## config.mk

```make
export PLATFORM = sky130hd
export DESIGN_NAME = smc_soc_cpu_oci_dct_ctrl
export DESIGN_NICKNAME = d
export VERILOG_FILES = /design/src/rtl/smc_soc_cpu_oci_dct_ctrl.sv
export SDC_FILE = /design/constraint.sdc
export NUM_CORES = 1
export LEC_CHECK = 0
export BUFFER_PORTS_ARGS = -buffer_cell sky130_fd_sc_hd__buf_4
export CAP_MARGIN = 10
export CORE_AREA = 3 3 101 74
export CTS_BUF_LIST = sky130_fd_sc_hd__clkbuf_8
export CTS_CLUSTER_DIAMETER = 120
export CTS_CLUSTER_SIZE = 16
export DETAILED_ROUTE_END_ITERATION = 7
export DIE_AREA = 0 0 104 77
export PLACE_DENSITY = 0.8
export SLEW_MARGIN = 10
export SYNTH_ARGS = -nofsm -noshare
export SYNTH_HDL_FRONTEND = slang
export SYNTH_SLANG_ARGS = --single-unit
export TNS_END_PERCENT = 10
```

## constraint.sdc

```tcl
create_clock -name clk -period 2.2 [get_ports clk]
set_input_delay 0 -clock clk [delete_from_list [all_inputs] [get_ports clk]]
set_output_delay 0 -clock clk [all_outputs]
set_load 0.05 [all_outputs]
```

## src/rtl/smc_soc_cpu_oci_dct_ctrl.sv

```systemverilog
// Data-trace fragment packer: shifts 2-bit fragments into a 30-bit word and hands words to the trace sink.
// Defining SMC_SOC_CPU_OCI_DCT_OVF_CNT_EN adds the saturating ovf_count drop counter port.
module smc_soc_cpu_oci_dct_ctrl (
  input  logic        clk,
  input  logic        reset,
  input  logic        enable,
  input  logic        frag_valid,
  input  logic [1:0]  frag_data,
  input  logic        flush,
  input  logic        word_ready,
  output logic [29:0] dct_buffer,
  output logic [3:0]  dct_count,
  output logic        word_valid,
  output logic [29:0] word_data,
  output logic [3:0]  word_len,
  output logic        overflow
`ifdef SMC_SOC_CPU_OCI_DCT_OVF_CNT_EN
  ,
  output logic [15:0] ovf_count
`endif
);

  typedef enum logic [1:0] {
    ST_IDLE = 2'd0,
    ST_FILL = 2'd1,
    ST_FULL = 2'd2
  } state_t;

  state_t      state_r, state_nx_s;
  logic [29:0] buf_r, buf_nx_s;
  logic [3:0]  cnt_r, cnt_nx_s;
  logic        wv_r, wv_nx_s;
  logic [29:0] wd_r, wd_nx_s;
  logic [3:0]  wl_r, wl_nx_s;
  logic        ovf_r, ovf_nx_s;
  logic        pend_r, pend_nx_s;

  logic        out_free_s;
  logic        flush_req_s;
  logic        drop_s;
  logic        ovf_clr_s;
  logic [29:0] fill_buf_s;
  logic [3:0]  fill_cnt_s;

  // Buffer contents after this cycle's fragment, and the combined live/pending flush request
  always_comb begin
    out_free_s  = !wv_r || word_ready;
    flush_req_s = flush || pend_r;
    if (frag_valid) begin
      fill_buf_s = {buf_r[27:0], frag_data};
      fill_cnt_s = cnt_r + 4'd1;
    end else begin
      fill_buf_s = buf_r;
      fill_cnt_s = cnt_r;
    end
  end

  // Next-state, packing buffer and output word register decisions
  always_comb begin
    state_nx_s = state_r;
    buf_nx_s   = buf_r;
    cnt_nx_s   = cnt_r;
    wv_nx_s    = wv_r && !word_ready;
    wd_nx_s    = wd_r;
    wl_nx_s    = wl_r;
    pend_nx_s  = pend_r;
    drop_s     = 1'b0;
    ovf_clr_s  = 1'b0;
    if (!enable) begin
      // Disabling discards both the partial word and any unaccepted output word
      state_nx_s = ST_IDLE;
      buf_nx_s   = 30'd0;
      cnt_nx_s   = 4'd0;
      wv_nx_s    = 1'b0;
      wd_nx_s    = 30'd0;
      wl_nx_s    = 4'd0;
      pend_nx_s  = 1'b0;
    end else begin
      case (state_r)
        ST_IDLE: begin
          state_nx_s = ST_FILL;
          buf_nx_s   = 30'd0;
          cnt_nx_s   = 4'd0;
          wv_nx_s    = 1'b0;
          wd_nx_s    = 30'd0;
          wl_nx_s    = 4'd0;
          pend_nx_s  = 1'b0;
          ovf_clr_s  = 1'b1;
        end
        ST_FILL: begin
          buf_nx_s = fill_buf_s;
          cnt_nx_s = fill_cnt_s;
          if (fill_cnt_s == 4'd15) begin
            pend_nx_s = 1'b0;
            if (out_free_s) begin
              wv_nx_s  = 1'b1;
              wd_nx_s  = fill_buf_s;
              wl_nx_s  = 4'd15;
              buf_nx_s = 30'd0;
              cnt_nx_s = 4'd0;
            end else begin
              state_nx_s = ST_FULL;
            end
          end else if (flush_req_s && (fill_cnt_s != 4'd0)) begin
            // Upper bits are already zero: the buffer is cleared on every emission
            if (out_free_s) begin
              wv_nx_s   = 1'b1;
              wd_nx_s   = fill_buf_s;
              wl_nx_s   = fill_cnt_s;
              buf_nx_s  = 30'd0;
              cnt_nx_s  = 4'd0;
              pend_nx_s = 1'b0;
            end else begin
              pend_nx_s = 1'b1;
            end
          end else begin
            pend_nx_s = 1'b0;
          end
        end
        ST_FULL: begin
          pend_nx_s = 1'b0;
          if (out_free_s) begin
            state_nx_s = ST_FILL;
            wv_nx_s    = 1'b1;
            wd_nx_s    = buf_r;
            wl_nx_s    = 4'd15;
            if (frag_valid) begin
              buf_nx_s  = {28'd0, frag_data};
              cnt_nx_s  = 4'd1;
              pend_nx_s = flush;
            end else begin
              buf_nx_s = 30'd0;
              cnt_nx_s = 4'd0;
            end
          end else begin
            drop_s = frag_valid;
          end
        end
        default: begin
          state_nx_s = ST_IDLE;
          buf_nx_s   = 30'd0;
          cnt_nx_s   = 4'd0;
          wv_nx_s    = 1'b0;
          wd_nx_s    = 30'd0;
          wl_nx_s    = 4'd0;
          pend_nx_s  = 1'b0;
        end
      endcase
    end
    ovf_nx_s = ovf_clr_s ? 1'b0 : (ovf_r || drop_s);
  end

  // State and datapath registers with synchronous reset
  always_ff @(posedge clk) begin
    if (reset) begin
      state_r <= ST_IDLE;
      buf_r   <= 30'd0;
      cnt_r   <= 4'd0;
      wv_r    <= 1'b0;
      wd_r    <= 30'd0;
      wl_r    <= 4'd0;
      ovf_r   <= 1'b0;
      pend_r  <= 1'b0;
    end else begin
      state_r <= state_nx_s;
      buf_r   <= buf_nx_s;
      cnt_r   <= cnt_nx_s;
      wv_r    <= wv_nx_s;
      wd_r    <= wd_nx_s;
      wl_r    <= wl_nx_s;
      ovf_r   <= ovf_nx_s;
      pend_r  <= pend_nx_s;
    end
  end

`ifdef SMC_SOC_CPU_OCI_DCT_OVF_CNT_EN
  logic [15:0] ovf_cnt_r;

  // Saturating dropped-fragment counter, cleared alongside overflow
  always_ff @(posedge clk) begin
    if (reset) begin
      ovf_cnt_r <= 16'd0;
    end else if (ovf_clr_s) begin
      ovf_cnt_r <= 16'd0;
    end else if (drop_s && (ovf_cnt_r != 16'hFFFF)) begin
      ovf_cnt_r <= ovf_cnt_r + 16'd1;
    end else begin
      ovf_cnt_r <= ovf_cnt_r;
    end
  end

  assign ovf_count = ovf_cnt_r;
`endif

  assign dct_buffer = buf_r;
  assign dct_count  = cnt_r;
  assign word_valid = wv_r;
  assign word_data  = wd_r;
  assign word_len   = wl_r;
  assign overflow   = ovf_r;

endmodule

```

==> impl_metrics.env <==
export IMPL_run_status="finished, final reports clean"
export IMPL_cts_buffers=9
export IMPL_maxCapViolCount=0
export IMPL_switching_share_pct=25.2
export IMPL_post_route_period_util_pct=96.9
export IMPL_synth_seq_area_share_pct=39.9
export IMPL_worst_clock_skew_ns=0.00810
export IMPL_wl_per_cell_um=15.7
export IMPL_routed_via_density=5.68
export IMPL_fmax_mhz=469
export IMPL_fin_nets=543
export IMPL_r2r_worst_path_cells=7
export IMPL_dpl_cell_area_um2=4370
export IMPL_synth_edf_count=0
export IMPL_ys_ff_latch=73
export IMPL_drt_antenna_violating_nets=0
export IMPL_coreArea_um2=6630
export IMPL_area_growth_pct=25.5
export IMPL_grt_pass1_wl_mm=16.4
export IMPL_cts_sinks=73
export IMPL_synth_async_reset_ratio_pct=0
export IMPL_dp_hpwl_mm=6.81
export IMPL_regToRegEndpoint="word_data[6]$_SDFFE_PP0P_"
export IMPL_grt_pass1_vias=3319
export IMPL_clock_latency_ns=0.36
export IMPL_ys_types=44
export IMPL_crit_path_end_kind="flop"
export IMPL_tightest_slew_ns=0.399
export IMPL_multiInputGateArea_um2=2040
export IMPL_postRouteWirelength_mm=9.89
export IMPL_core_rowCount=25
export IMPL_drcViolationCount=0
export IMPL_path_clk_slew_ns=0.08
export IMPL_clock_path_buffers=2
export IMPL_whs_path_depth=5
export IMPL_hold_path_class="input pin to flop"
export IMPL_clock_power_share_pct=38.2
export IMPL_synth_fa_ha_area_share_pct=1.71
export IMPL_worstPathArrival_ns=2.37
export IMPL_finalMaxSlewViolations=0
export IMPL_ir_worst_vdd_v=0.000312
export IMPL_synth_warnings=0
export IMPL_p_seq_share_pct=54.6
export IMPL_portBuffers=77
export IMPL_die_w_um=104
export IMPL_diodes=0
export IMPL_avgSynthCellArea_um2=8.11
export IMPL_finalInstanceArea_um2=4600
export IMPL_crit_start="dct_count[1]$_SDFFE_PP0P_"
export IMPL_cp_required_ns=2.44
export IMPL_power_per_cell_area_nw_per_um2=528
export IMPL_die_h_um=77
export IMPL_register_area_um2=1460
export IMPL_clockRootBuffer="clkbuf_8"
export IMPL_post_cts_setup_buffer_count=0
export IMPL_antenna_found_initial=0
export IMPL_finalCriticalPeriod_ns=2.13
export IMPL_critPathLaunchType="flop"
export IMPL_synth_fp_nets=465
export IMPL_critPathCapture="word_data[6]$_SDFFE_PP0P_"
export IMPL_min_from="word_ready"
export IMPL_die_area_um2=8010
export IMPL_intPower_mw=1.82
export IMPL_synth_xor_area_share_pct=1.43
export IMPL_synth_simple_area_share_pct=18.2
export IMPL_p_total_mw=2.43
export IMPL_crit_type="flop to flop"
export IMPL_p_leak_nw=1.85
export IMPL_synthesis_area_um2=3660
export IMPL_grt_max_degree=33
export IMPL_synth_top_family_by_area="simple AND/OR/NAND/NOR gates"
export IMPL_relSlewSlack_pct=73.2
export IMPL_drt_iter0_drc=202
export IMPL_final_layout_size_suffix_gt1_share_pct=23.0
export IMPL_comb_power_share_pct=7.3
export IMPL_power_switching_mw=0.612
export IMPL_cp_max_fo=30
export IMPL_setup_slack_ns=0.0685
export IMPL_cts_tree="done"
export IMPL_ios=78
export IMPL_grt_remaining_overflow=0
export IMPL_initial_core_util_pct=55.2
export IMPL_grt_usage_pct=25.1
export IMPL_synth_mux_area_share_pct=16.8
export IMPL_syn_inst=452
export IMPL_reg2reg_from="dct_count[1]$_SDFFE_PP0P_"
export IMPL_place_ws_ns=0.0391
export IMPL_drtPass1Iterations=5
export IMPL_hold_viol=0
export IMPL_synth_compound_area_share_pct=17.1
export IMPL_num_vias=3568
export IMPL_reg2reg_slack_ns=0.07
export IMPL_setup_viol=0
export IMPL_h_tree_depth=3
export IMPL_fillCellCount=550
export IMPL_synthFlopType="dfxtp_1"
export IMPL_place_gp_congestion=0.974
timing repair:
action	4_1_cts	5_1_grt
endpoints found under the hold margin	4	0
endpoints found under the setup margin	0	31
hold buffers	5	0
gates resized for setup	0	4
layout make-up:
type | count | area share, %
Multi-Input combinational cell | 340 | 44.4
Clock buffer | 10 | 2.99
Timing Repair Buffer | 101 | 17.3
Tap cell | 94 | 2.56
Sequential cell | 73 | 31.8
Inverter | 5 | 0.408
Clock inverter | 5 | 0.544
synth_stat cells (2+ instances only):
cell | n | area share (%)
and3_1 | 3 | 0.51
mux2_2 | 3 | 0.92
nand2_1 | 132 | 14
a31oi_1 | 2 | 0.34
inv_1 | 5 | 0.51
o21ai_0 | 66 | 9.0
nand3_1 | 4 | 0.55
nor2b_1 | 2 | 0.34
mux2i_1 | 58 | 16
a21oi_1 | 11 | 1.5
o211ai_1 | 4 | 0.82
o2111ai_1 | 2 | 0.48
nand4_1 | 2 | 0.34
ha_1 | 5 | 1.7
nand2b_1 | 3 | 0.51
o21a_1 | 3 | 0.61
a211oi_1 | 5 | 1.0
dfxtp_1 | 73 | 40
buf_2 | 5 | 0.68
xor2_1 | 4 | 0.96
nor2_1 | 5 | 0.51
a32oi_1 | 2 | 0.48
clkbuf_2 | 2 | 0.27
and3b_1 | 3 | 0.72
buf_6 | 3 | 0.92
a21o_1 | 4 | 0.82
clkbuf_1 | 23 | 2.4
xnor2_1 | 2 | 0.48
metrics by stage:
step	cells	util, %	hold WS (ns)	setup TNS (ns)
2_1_floorplan	452	-	0.0728	0
3_3_place_gp	608	65.9	0.183	0
3_5_place_dp	608	65.9	0.192	0
4_1_cts	628	69.1	0.145	0
5_1_grt	628	69.4	0.188	-0.0211
6_report	628	69.4	0.164	0
cell families after synthesis:
family	Yosys count
buf+inv	39
xor+xnor	6
simple gates	160
mux	61
flops	73
fa+ha+maj	5
compound gates	108
worst max-delay path, stage by stage (launching register included):
cell and delay [ns]:
dfxtp_2 0.33, ha_1 0.32, and3b_1 0.21, a211o_1 0.32, a21o_2 0.25, o21a_2 0.23
buf_12 0.18, mux2i_1 0.15
power by group through the flow:
stage	Combinational [mW]	Sequential (mW)	Clock (mW)
2_1_floorplan	0.118	1.36	0
3_3_place_gp	0.164	1.36	0
3_5_place_dp	0.167	1.36	0
4_1_cts	0.173	1.33	0.926
5_1_grt	0.188	1.33	0.977
6_report	0.177	1.33	0.927
worst min-delay path by stage:
stage	endpoint
after floorplan	overflow$_SDFF_PP0_
after global routing	pend_r$_SDFF_PP0_
after detailed placement	overflow$_SDFF_PP0_
after CTS	state_r[1]$_SDFFE_PP0P_
after global placement	overflow$_SDFF_PP0_
final	state_r[1]$_SDFFE_PP0P_
cells in the final DEF, fill, tap and decap left out, types with 5 or more instances in the layout:
| cell type | count |
|---|---|
| nor2_1 | 5 |
| o21ai_0 | 66 |
| a21oi_1 | 11 |
| mux2i_1 | 58 |
| inv_1 | 7 |
| dlygate4sd3_1 | 5 |
| nand2_1 | 132 |
| buf_4 | 94 |
| dfxtp_1 | 71 |
| clkbuf_8 | 10 |
layer usage:
metal,GRT usage [%],up-vias,routed length (µm)
li1,-,1705,-
met3,8.66,21,1040
met5,0,-,0
met2,37.0,186,4320
met4,8.90,0,150
met1,34.1,1656,4380
state kept, by name, indices dropped and copies added (netlist names):
| register | count |
|---|---|
| word_data | 30 |
| word_len | 4 |
| dct_count | 4 |
| pend_r | 1 |
| dct_buffer | 30 |
| overflow | 1 |
| word_valid | 1 |
| state_r | 2 |
Power figures use the tool's default switching activity.
